## src/rtl/uart_prog_ctrl.sv

```systemverilog
// uart_prog_ctrl: parses a UART download frame (TGT, CNT LE, N LE words) and
// drives the shared upg_* instruction/data memory write port.
// Ports:
//   clk, rst      system clock, synchronous active-high reset
//   prog_req_i    pulse: start (or restart) a programming session
//   rx_valid_i    strobe: rx_byte_i holds a received byte
//   rx_byte_i     received byte
//   upg_rst_o     1 = CPU-run mode (no session since reset)
//   upg_wen_o     one-cycle memory write strobe
//   upg_adr_o     {target, word index[13:0]}
//   upg_dat_o     assembled write word
//   upg_done_o    last session completed OK
//   busy_o        session in progress
//   err_o         last session aborted (bad header or timeout)
module uart_prog_ctrl #(
  parameter logic [23:0] TIMEOUT_CYC = 24'd1_000_000,
  parameter int unsigned MAX_WORDS   = 16384
) (
  input  logic        clk,
  input  logic        rst,
  input  logic        prog_req_i,
  input  logic        rx_valid_i,
  input  logic [7:0]  rx_byte_i,
  output logic        upg_rst_o,
  output logic        upg_wen_o,
  output logic [14:0] upg_adr_o,
  output logic [31:0] upg_dat_o,
  output logic        upg_done_o,
  output logic        busy_o,
  output logic        err_o
);

  typedef enum logic [2:0] {
    S_IDLE, S_TGT, S_CNT0, S_CNT1, S_DATA, S_WRITE, S_DONE, S_ERR
  } state_t;

  state_t      state_q, state_d;
  logic        tgt_q, tgt_d;
  logic [15:0] cnt_q, cnt_d;
  logic [14:0] idx_q, idx_d;
  logic [1:0]  bsel_q, bsel_d;
  logic [23:0] word_q, word_d;
  logic [23:0] tmo_q, tmo_d;
  logic        rst_d, wen_d, done_d, busy_d, err_d;
  logic [14:0] adr_d;
  logic [31:0] dat_d;
  logic [15:0] cnt_full;

  assign cnt_full = {rx_byte_i, cnt_q[7:0]};

  // State and datapath registers
  always_ff @(posedge clk) begin
    if (rst) begin
      state_q    <= S_IDLE;
      tgt_q      <= 1'b0;
      cnt_q      <= '0;
      idx_q      <= '0;
      bsel_q     <= '0;
      word_q     <= '0;
      tmo_q      <= '0;
      upg_rst_o  <= 1'b1;
      upg_wen_o  <= 1'b0;
      upg_adr_o  <= '0;
      upg_dat_o  <= '0;
      upg_done_o <= 1'b0;
      busy_o     <= 1'b0;
      err_o      <= 1'b0;
    end else begin
      state_q    <= state_d;
      tgt_q      <= tgt_d;
      cnt_q      <= cnt_d;
      idx_q      <= idx_d;
      bsel_q     <= bsel_d;
      word_q     <= word_d;
      tmo_q      <= tmo_d;
      upg_rst_o  <= rst_d;
      upg_wen_o  <= wen_d;
      upg_adr_o  <= adr_d;
      upg_dat_o  <= dat_d;
      upg_done_o <= done_d;
      busy_o     <= busy_d;
      err_o      <= err_d;
    end
  end

  // Next-state, datapath and registered-output logic
  always_comb begin
    state_d = state_q;
    tgt_d   = tgt_q;
    cnt_d   = cnt_q;
    idx_d   = idx_q;
    bsel_d  = bsel_q;
    word_d  = word_q;
    tmo_d   = tmo_q;
    wen_d   = 1'b0;
    adr_d   = upg_adr_o;
    dat_d   = upg_dat_o;

    case (state_q)
      S_TGT: if (rx_valid_i) begin
        if (rx_byte_i > 8'd1) state_d = S_ERR;
        else begin
          tgt_d   = rx_byte_i[0];
          state_d = S_CNT0;
        end
      end
      S_CNT0: if (rx_valid_i) begin
        cnt_d[7:0] = rx_byte_i;
        state_d    = S_CNT1;
      end
      S_CNT1: if (rx_valid_i) begin
        cnt_d[15:8] = rx_byte_i;
        if (cnt_full == 16'd0) state_d = S_DONE;
        else if (32'(cnt_full) > MAX_WORDS) state_d = S_ERR;
        else begin
          idx_d   = '0;
          bsel_d  = '0;
          state_d = S_DATA;
        end
      end
      S_DATA: if (rx_valid_i) begin
        bsel_d = bsel_q + 2'd1;
        case (bsel_q)
          2'd0: word_d[7:0]   = rx_byte_i;
          2'd1: word_d[15:8]  = rx_byte_i;
          2'd2: word_d[23:16] = rx_byte_i;
          default: begin
            dat_d   = {rx_byte_i, word_q};
            adr_d   = {tgt_q, idx_q[13:0]};
            wen_d   = 1'b1;
            state_d = S_WRITE;
          end
        endcase
      end
      S_WRITE: begin
        idx_d = idx_q + 15'd1;
        if (({1'b0, idx_q} + 16'd1) == cnt_q) state_d = S_DONE;
        else begin
          state_d = S_DATA;
          // A byte landing during the write slot starts the next word
          if (rx_valid_i) begin
            word_d[7:0] = rx_byte_i;
            bsel_d      = 2'd1;
          end
        end
      end
      default: ;
    endcase

    // Inter-byte timeout inside a frame; a received byte restarts the count
    if (state_q inside {S_TGT, S_CNT0, S_CNT1, S_DATA}) begin
      if (rx_valid_i) tmo_d = '0;
      else if ((tmo_q + 24'd1) == TIMEOUT_CYC) begin
        tmo_d   = '0;
        state_d = S_ERR;
      end else tmo_d = tmo_q + 24'd1;
    end else begin
      tmo_d = '0;
    end

    // A new request always wins and abandons any partial word
    if (prog_req_i) begin
      state_d = S_TGT;
      tmo_d   = '0;
      wen_d   = 1'b0;
      adr_d   = upg_adr_o;
      dat_d   = upg_dat_o;
    end

    rst_d  = (state_d == S_IDLE);
    done_d = (state_d == S_DONE);
    err_d  = (state_d == S_ERR);
    busy_d = !(state_d inside {S_IDLE, S_DONE, S_ERR});
  end

endmodule

```

## config.mk

```make
export PLATFORM = sky130hd
export DESIGN_NAME = uart_prog_ctrl
export DESIGN_NICKNAME = d
export VERILOG_FILES = /design/src/rtl/uart_prog_ctrl.sv
export SDC_FILE = /design/constraint.sdc
export NUM_CORES = 1
export LEC_CHECK = 0
export ABC_CLOCK_PERIOD_IN_PS = 5000
export BUFFER_PORTS_ARGS = -buffer_cell sky130_fd_sc_hd__buf_2
export CELL_PAD_IN_SITES_DETAIL_PLACEMENT = 1
export CELL_PAD_IN_SITES_GLOBAL_PLACEMENT = 2
export CORE_MARGIN = 2
export CORE_UTILIZATION = 37
export DETAILED_ROUTE_END_ITERATION = 16
export PLACE_DENSITY_LB_ADDON = 0.25
export SYNTH_ARGS = -nofsm -noshare
export SYNTH_HDL_FRONTEND = slang
export SYNTH_SLANG_ARGS = --single-unit
```

## constraint.sdc

```tcl
create_clock -name clk -period 5 [get_ports clk]
set_clock_uncertainty 0.15 [all_clocks]
set_input_delay 0.5 -clock clk [delete_from_list [all_inputs] [get_ports clk]]
set_output_delay 0.5 -clock clk [all_outputs]
set_load 0.005 [all_outputs]
```

==> run metrics, run 1 <==
Setup CP Type=register to register; worst skew pair latency=0.44 ns; gpl congestion=0.8114; VDD IR max=0.2371 mV; largest net degree at the start of global routing=111; fin crit share=0.6590; cts repair resizes=0; Reg2Reg Launch Point=tmo_q[0]; Post-Syn Nets=817; outcome=complete, no violations; r2r endpoint=tmo_q[20]; Max Cap Viol=0; routing usage on met2=0.3396; f_max=0.3035 GHz; maximum buffer depth of the clock tree=2; worst r2r path cells=8; Final Hold Viols=0; main combinational cell family by area after synthesis=simple AND/OR/NAND/NOR gates; antenna violations before repair=0; hpwl dp=12.05 mm; Synth cell types=60; Synth warnings=0; power density cells=339.6 nW/um^2; CP startpoint kind=register; adder-cell share of the synthesized area=0.01388; Area Overhead vs Synth=15.70%; most used routing layer in global routing=met2; Simple-Gate Fraction of Synth Area=0.2706; Antenna diodes=0; M3 GR Usage=0.03641; # port buffers=63; IO Count=64; die area=18120 um^2; CTS buffer count=17; mux share of post-synthesis cell area=0.03013; vias in the first global route=5581; commonest non-fill, non-tap cell in the layout=nand2_1; synth top area cells=dfxtp_1 43%, nand2_1 9.3%, a21oi_1 7.7%; GRT Overall Usage=0.1991; Most used DFF post-synth=dfxtp_1; reg-to-reg slack, setup=1.70 ns; Initial Utilization=0.3793; RSZ-0062 raised after global routing=no; Critical Path Start=tmo_q[0]; clock-pin slew on the worst setup and hold paths=0.06 ns; CP Capture Point=tmo_q[20]; CTS tree=yes; chip width=134.6 um; Critical Path AT=3.43 ns; H-tree level count=4; Max transition margin=0.2411; # setup viols final=0; layout cell share with drive strength beyond 1=0.1296; Compound-Gate Fraction of Synth Area=0.1475; Via density=5.271; Syn Area/Cell=7.910 um^2; Hold Slack=0.1884 ns; Slew @ Worst Pin=1.138 ns; Die Ht=134.6 um; post-route ant nets=0; Post-Syn Area=6312 um^2; CTS Root Cell=clkbuf_16; Core Region=16640 um^2; most frequent cells in the layout=156 x nand2_1, 137 x dfxtp_1, 97 x a21oi_1, 82 x nor2_1, 62 x buf_2; fin. max-slew vios=0; leading area contributor after synthesis=dfxtp_1; Post-Route WL=17.57 mm; final worst path period need=3.295 ns; Layout Nets=847; Iter 0 DRT Violations=277; FFs w/ async S/R, synth=0; post-synthesis sequential area ratio=0.4345; global-route wire length before repair=28.72 mm; Synth top area share=0.4345; total clock sinks=137; Max FO, Critical Path=19; total negative slack=0 ns; Core Rows=47; met1 Use GR=0.2554; number of synthesized flops with an enable pin=0; critical path data required time=5.13 ns; post-CTS setup repair buffer count=0; grt total ovfl=0; DRT Pass-1 Iters=4; xor and xnor area share after synthesis=0.05828; Post-route DRC=0; Lkg Pwr=2.744 nW; Cells after DPL=1029; via count=5593; non-filler cells, final=1061; #FFs+latches synth=137; Crit. End Element=register; Routed wire per std cell=16.56 um; total power=0.002480 W; cts hold-fix bufs=0; Mapped Cells=798; Hold Crit Class=input pin to register
-- metal layers --
| layer | wire, um | part of all wire |
|---|---|---|
| met2 | 8710 | 0.50 |
| met3 | 453 | 0.026 |
| met1 | 8222 | 0.47 |
| met5 | 0 | 0 |
| met4 | 181 | 0.010 |
-- worst min-delay path by stage --
stage                     slack [ns]     startpoint  cells after the start             to
final                           0.19     prog_req_i                      2     state_q[2]
after detailed placement        0.30  upg_dat_o[19]                      2  upg_dat_o[19]
after CTS                       0.16     prog_req_i                      2     state_q[2]
after global placement          0.29  upg_dat_o[30]                      2  upg_dat_o[30]
after floorplan                 0.28          tgt_q                      2  upg_adr_o[14]
after global routing            0.18     prog_req_i                      2     state_q[2]
-- state kept, by name, indices dropped and copies added, names as in the netlist --
register	flops
bsel_q	2
busy_o	1
cnt_q	16
err_o	1
idx_q	15
state_q	3
tgt_q	1
tmo_q	24
upg_adr_o	15
upg_dat_o	32
upg_done_o	1
upg_rst_o	1
upg_wen_o	1
word_q	24
-- cell type report --
| class | count | area, um^2 |
|---|---|---|
| multi-input cells | 594 | 3289 |
| repair buffers | 66 | 340.3 |
| clock inverters | 13 | 157.7 |
| flip-flops and latches | 137 | 2743 |
| well taps | 220 | 275.3 |
| clock buffers | 19 | 452.9 |
| inverters | 12 | 45.04 |
| fillers | 2009 | 9339 |
-- synthesized netlist by cell type, types with 3 or more instances --
| master | number |
|---|---|
| nor2_1 | 82 |
| or3_1 | 8 |
| nor3_1 | 12 |
| clkbuf_1 | 41 |
| xor2_1 | 23 |
| a31oi_1 | 3 |
| nand3b_1 | 4 |
| ha_1 | 7 |
| nand2_1 | 156 |
| nand2b_1 | 3 |
| inv_1 | 12 |
| a21oi_1 | 97 |
| nand3_1 | 43 |
| nand4_1 | 13 |
| nor2b_1 | 6 |
| and3_1 | 14 |
| xnor2_1 | 19 |
| a211o_1 | 4 |
| and4_1 | 5 |
| a21o_1 | 4 |
| buf_2 | 7 |
| mux2i_1 | 19 |
| o21ai_0 | 24 |
| dfxtp_1 | 137 |
-- critical path, cell delays in order (launching register included) --
cell and delay (ns):
dfxtp_1 0.42, ha_1 0.31, nand2_1 0.21, a2111oi_0 0.53
nand3_1 0.12, or3_1 0.41, nor4b_1 0.31, a21o_1 0.55
nor2_1 0.14
-- metrics by stage --
stage          setup WS (ns)  cell area (um^2)    util
3_3_place_gp           1.940              6693  0.4022
2_1_floorplan          2.415              6312       -
5_1_grt                1.389              7303  0.4388
4_1_cts                1.725              7303  0.4388
6_report               1.705              7303  0.4388
3_5_place_dp           1.752              6693  0.4022
-- logic make-up (layout without fill, tap and decap cells) --
group                      count (synthesis)  count (layout)
DFF                                      137             137
adders and majority gates                  7               7
muxes                                     19              19
buffers and inverters                     67             110
AOI/OAI and AO/OA                        160             160
and+or+nand+nor                          366             366
xor gates and xnor gates                  42              42
-- power by group --
part	leakage, nW	total (W)	internal [W]	switching (W)
Combinational	1.35	0.0000659	0.0000179	0.0000480
Sequential	1.10	0.00110	0.00110	0.00000528
Clock	0.291	0.00131	0.000775	0.000538
No activity file was read; power rests on OpenSTA's default activity.
==> inputs of run 2 (changes only) <==
--- a/config.mk
+++ b/config.mk
@@ -5,12 +5,12 @@
 export SDC_FILE = /design/constraint.sdc
 export NUM_CORES = 1
 export LEC_CHECK = 0
-export ABC_CLOCK_PERIOD_IN_PS = 5000
+export ABC_CLOCK_PERIOD_IN_PS = 2700
 export BUFFER_PORTS_ARGS = -buffer_cell sky130_fd_sc_hd__buf_2
 export CELL_PAD_IN_SITES_DETAIL_PLACEMENT = 1
 export CELL_PAD_IN_SITES_GLOBAL_PLACEMENT = 2
 export CORE_MARGIN = 2
-export CORE_UTILIZATION = 37
+export CORE_UTILIZATION = 31
 export DETAILED_ROUTE_END_ITERATION = 16
 export PLACE_DENSITY_LB_ADDON = 0.25
 export SYNTH_ARGS = -nofsm -noshare
==> constraint.sdc (replaced) <==
create_clock -name clk -period 2.7 [get_ports clk]
set_clock_uncertainty 0.15 [all_clocks]
set_input_delay 0.27 -clock clk [delete_from_list [all_inputs] [get_ports clk]]
set_output_delay 0.27 -clock clk [all_outputs]
set_load 0.005 [all_outputs]
==> run 2 against run 1 <==
Effect of this change: hold slack worse by 0.12 ns; setup slack got worse by 1.6 ns; critical endpoint is now tmo_q[21]; highest routed layer unchanged; sequential share of layout area fell by 2.9 points; total power grew 82%.
==> run metrics, run 2 (synthesis gave the netlist of run 1 again) <==
outcome=complete, no violations; Core Rows=52; Die Ht=146.7 um; gpl congestion=0.8272; Lkg Pwr=3.097 nW; CP startpoint kind=register; final worst path period need=2.574 ns; hpwl dp=13.85 mm; Cells after DPL=1134; Hold Crit Class=input pin to register; biggest regs=upg_dat_o (32), tmo_q (24), word_q (24); CTS Root Cell=clkbuf_16; Antenna diodes=0; Most flops, register=upg_dat_o; DRT Pass-1 Iters=4; hold depth=3; chip width=146.7 um; total clock sinks=137; layout cell share with drive strength beyond 1=0.2167; Via density=5.010; clock-pin slew on the worst setup and hold paths=0.06 ns; Slew @ Worst Pin=0.5642 ns; # setup viols final=0; CTS tree=yes; worst skew pair latency=0.44 ns; Layout Nets=907; f_max=0.3885 GHz; GRT Overall Usage=0.1812; maximum buffer depth of the clock tree=2; Post-Route WL=19.27 mm; fin crit share=0.9534; VDD IR max=0.4060 mV; die area=21520 um^2; Post-route DRC=0; commonest non-fill, non-tap cell in the layout=nand2_1; Iter 0 DRT Violations=233; max reg flops=32; power density cells=568.1 nW/um^2; Final Hold Viols=0; Critical Path AT=2.76 ns; Core Region=20100 um^2; Max Cap Viol=0; via count=5862; IO Count=64; worst r2r path cells=12; # port buffers=63; Area Overhead vs Synth=25.89%; CTS buffer count=17; most frequent cells in the layout=156 x nand2_1, 128 x dfxtp_1, 97 x a21oi_1, 81 x nor2_1, 62 x buf_2; Initial Utilization=0.3140; grt total ovfl=0; global-route wire length before repair=31.09 mm; post-route ant nets=0; Routed wire per std cell=16.47 um; Max FO, Critical Path=8; non-filler cells, final=1170; largest net degree at the start of global routing=43; Crit. End Element=register; H-tree level count=4; vias in the first global route=6135; final cell utilization of the core=0.3953; fin. max-slew vios=0; antenna violations before repair=0; Setup CP Type=register to register; Max transition margin=0.6230; critical path data required time=2.88 ns
run 2: stage by stage:
step	cell area, um^2	hold slack [ns]	setup slack, ns	power (W)	setup TNS [ns]
after CTS	7826	0.05544	0.02236	0.004569	0
final	7946	0.07014	0.1257	0.004515	0
after global placement	7181	0.2894	-0.04135	0.002220	-0.2855
after detailed placement	7181	0.2942	-0.1692	0.002223	-1.475
after global routing	7946	0.09554	-0.04849	0.004675	-0.5137
after floorplan	6312	0.1993	0.1151	0.002159	0
run 2: where the power goes:
group          leakage (nW)  switching, W  internal [W]  total (W)
Sequential             1.11    0.00000470       0.00203    0.00203
Combinational          1.71      0.000102     0.0000468   0.000149
Clock                 0.279      0.000949       0.00138    0.00233
run 2: area by class of cell:
class                      count  area (um^2)
timing repair buffer         126        809.5
multi-input combinational    594         3420
tap                          270        337.8
sequential                   137         2754
clock inverter                13        141.4
fill                        2448        12160
inverter                      12        45.04
clock buffer                  18        439.2
run 2: timing repair:
item	CTS	global route
setup buffers	2	2
resized for setup	9	30
hold buffers	1	0
endpoints found under the hold margin	1	0
endpoints found under the setup margin	31	32
pin swaps	2	8
run 2: path summary, 6_finish.rpt:
| kind | start | endpoint | slack [ns] |
|---|---|---|---|
| min | rx_byte_i[7] | cnt_q[15] | 0.07 |
| max reg2reg | tmo_q[0] | tmo_q[21] | 0.13 |
| min reg2reg | upg_dat_o[23] | upg_dat_o[23] | 0.30 |
| max | tmo_q[0] | tmo_q[21] | 0.13 |
run 2: routing by layer:
| layer | GRT usage | vias to the layer above | wire length, um |
|---|---|---|---|
| met1 | 0.2155 | 2873 | 8559 |
| li1 | - | 2915 | - |
| met3 | 0.03323 | 21 | 433 |
| met5 | 0 | - | 0 |
| met4 | 0.05874 | 0 | 286 |
| met2 | 0.3293 | 53 | 9985 |
run 2: worst max-delay path, stage by stage (launching register included):
cell	delay, ns
dfxtp_2	0.35
ha_1	0.21
nand2_1	0.08
buf_4	0.16
nor3_4	0.05
buf_4	0.14
nor3_1	0.12
o21ai_0	0.13
or3_4	0.38
nor4b_1	0.30
a21o_1	0.18
buf_4	0.16
nor2_1	0.05
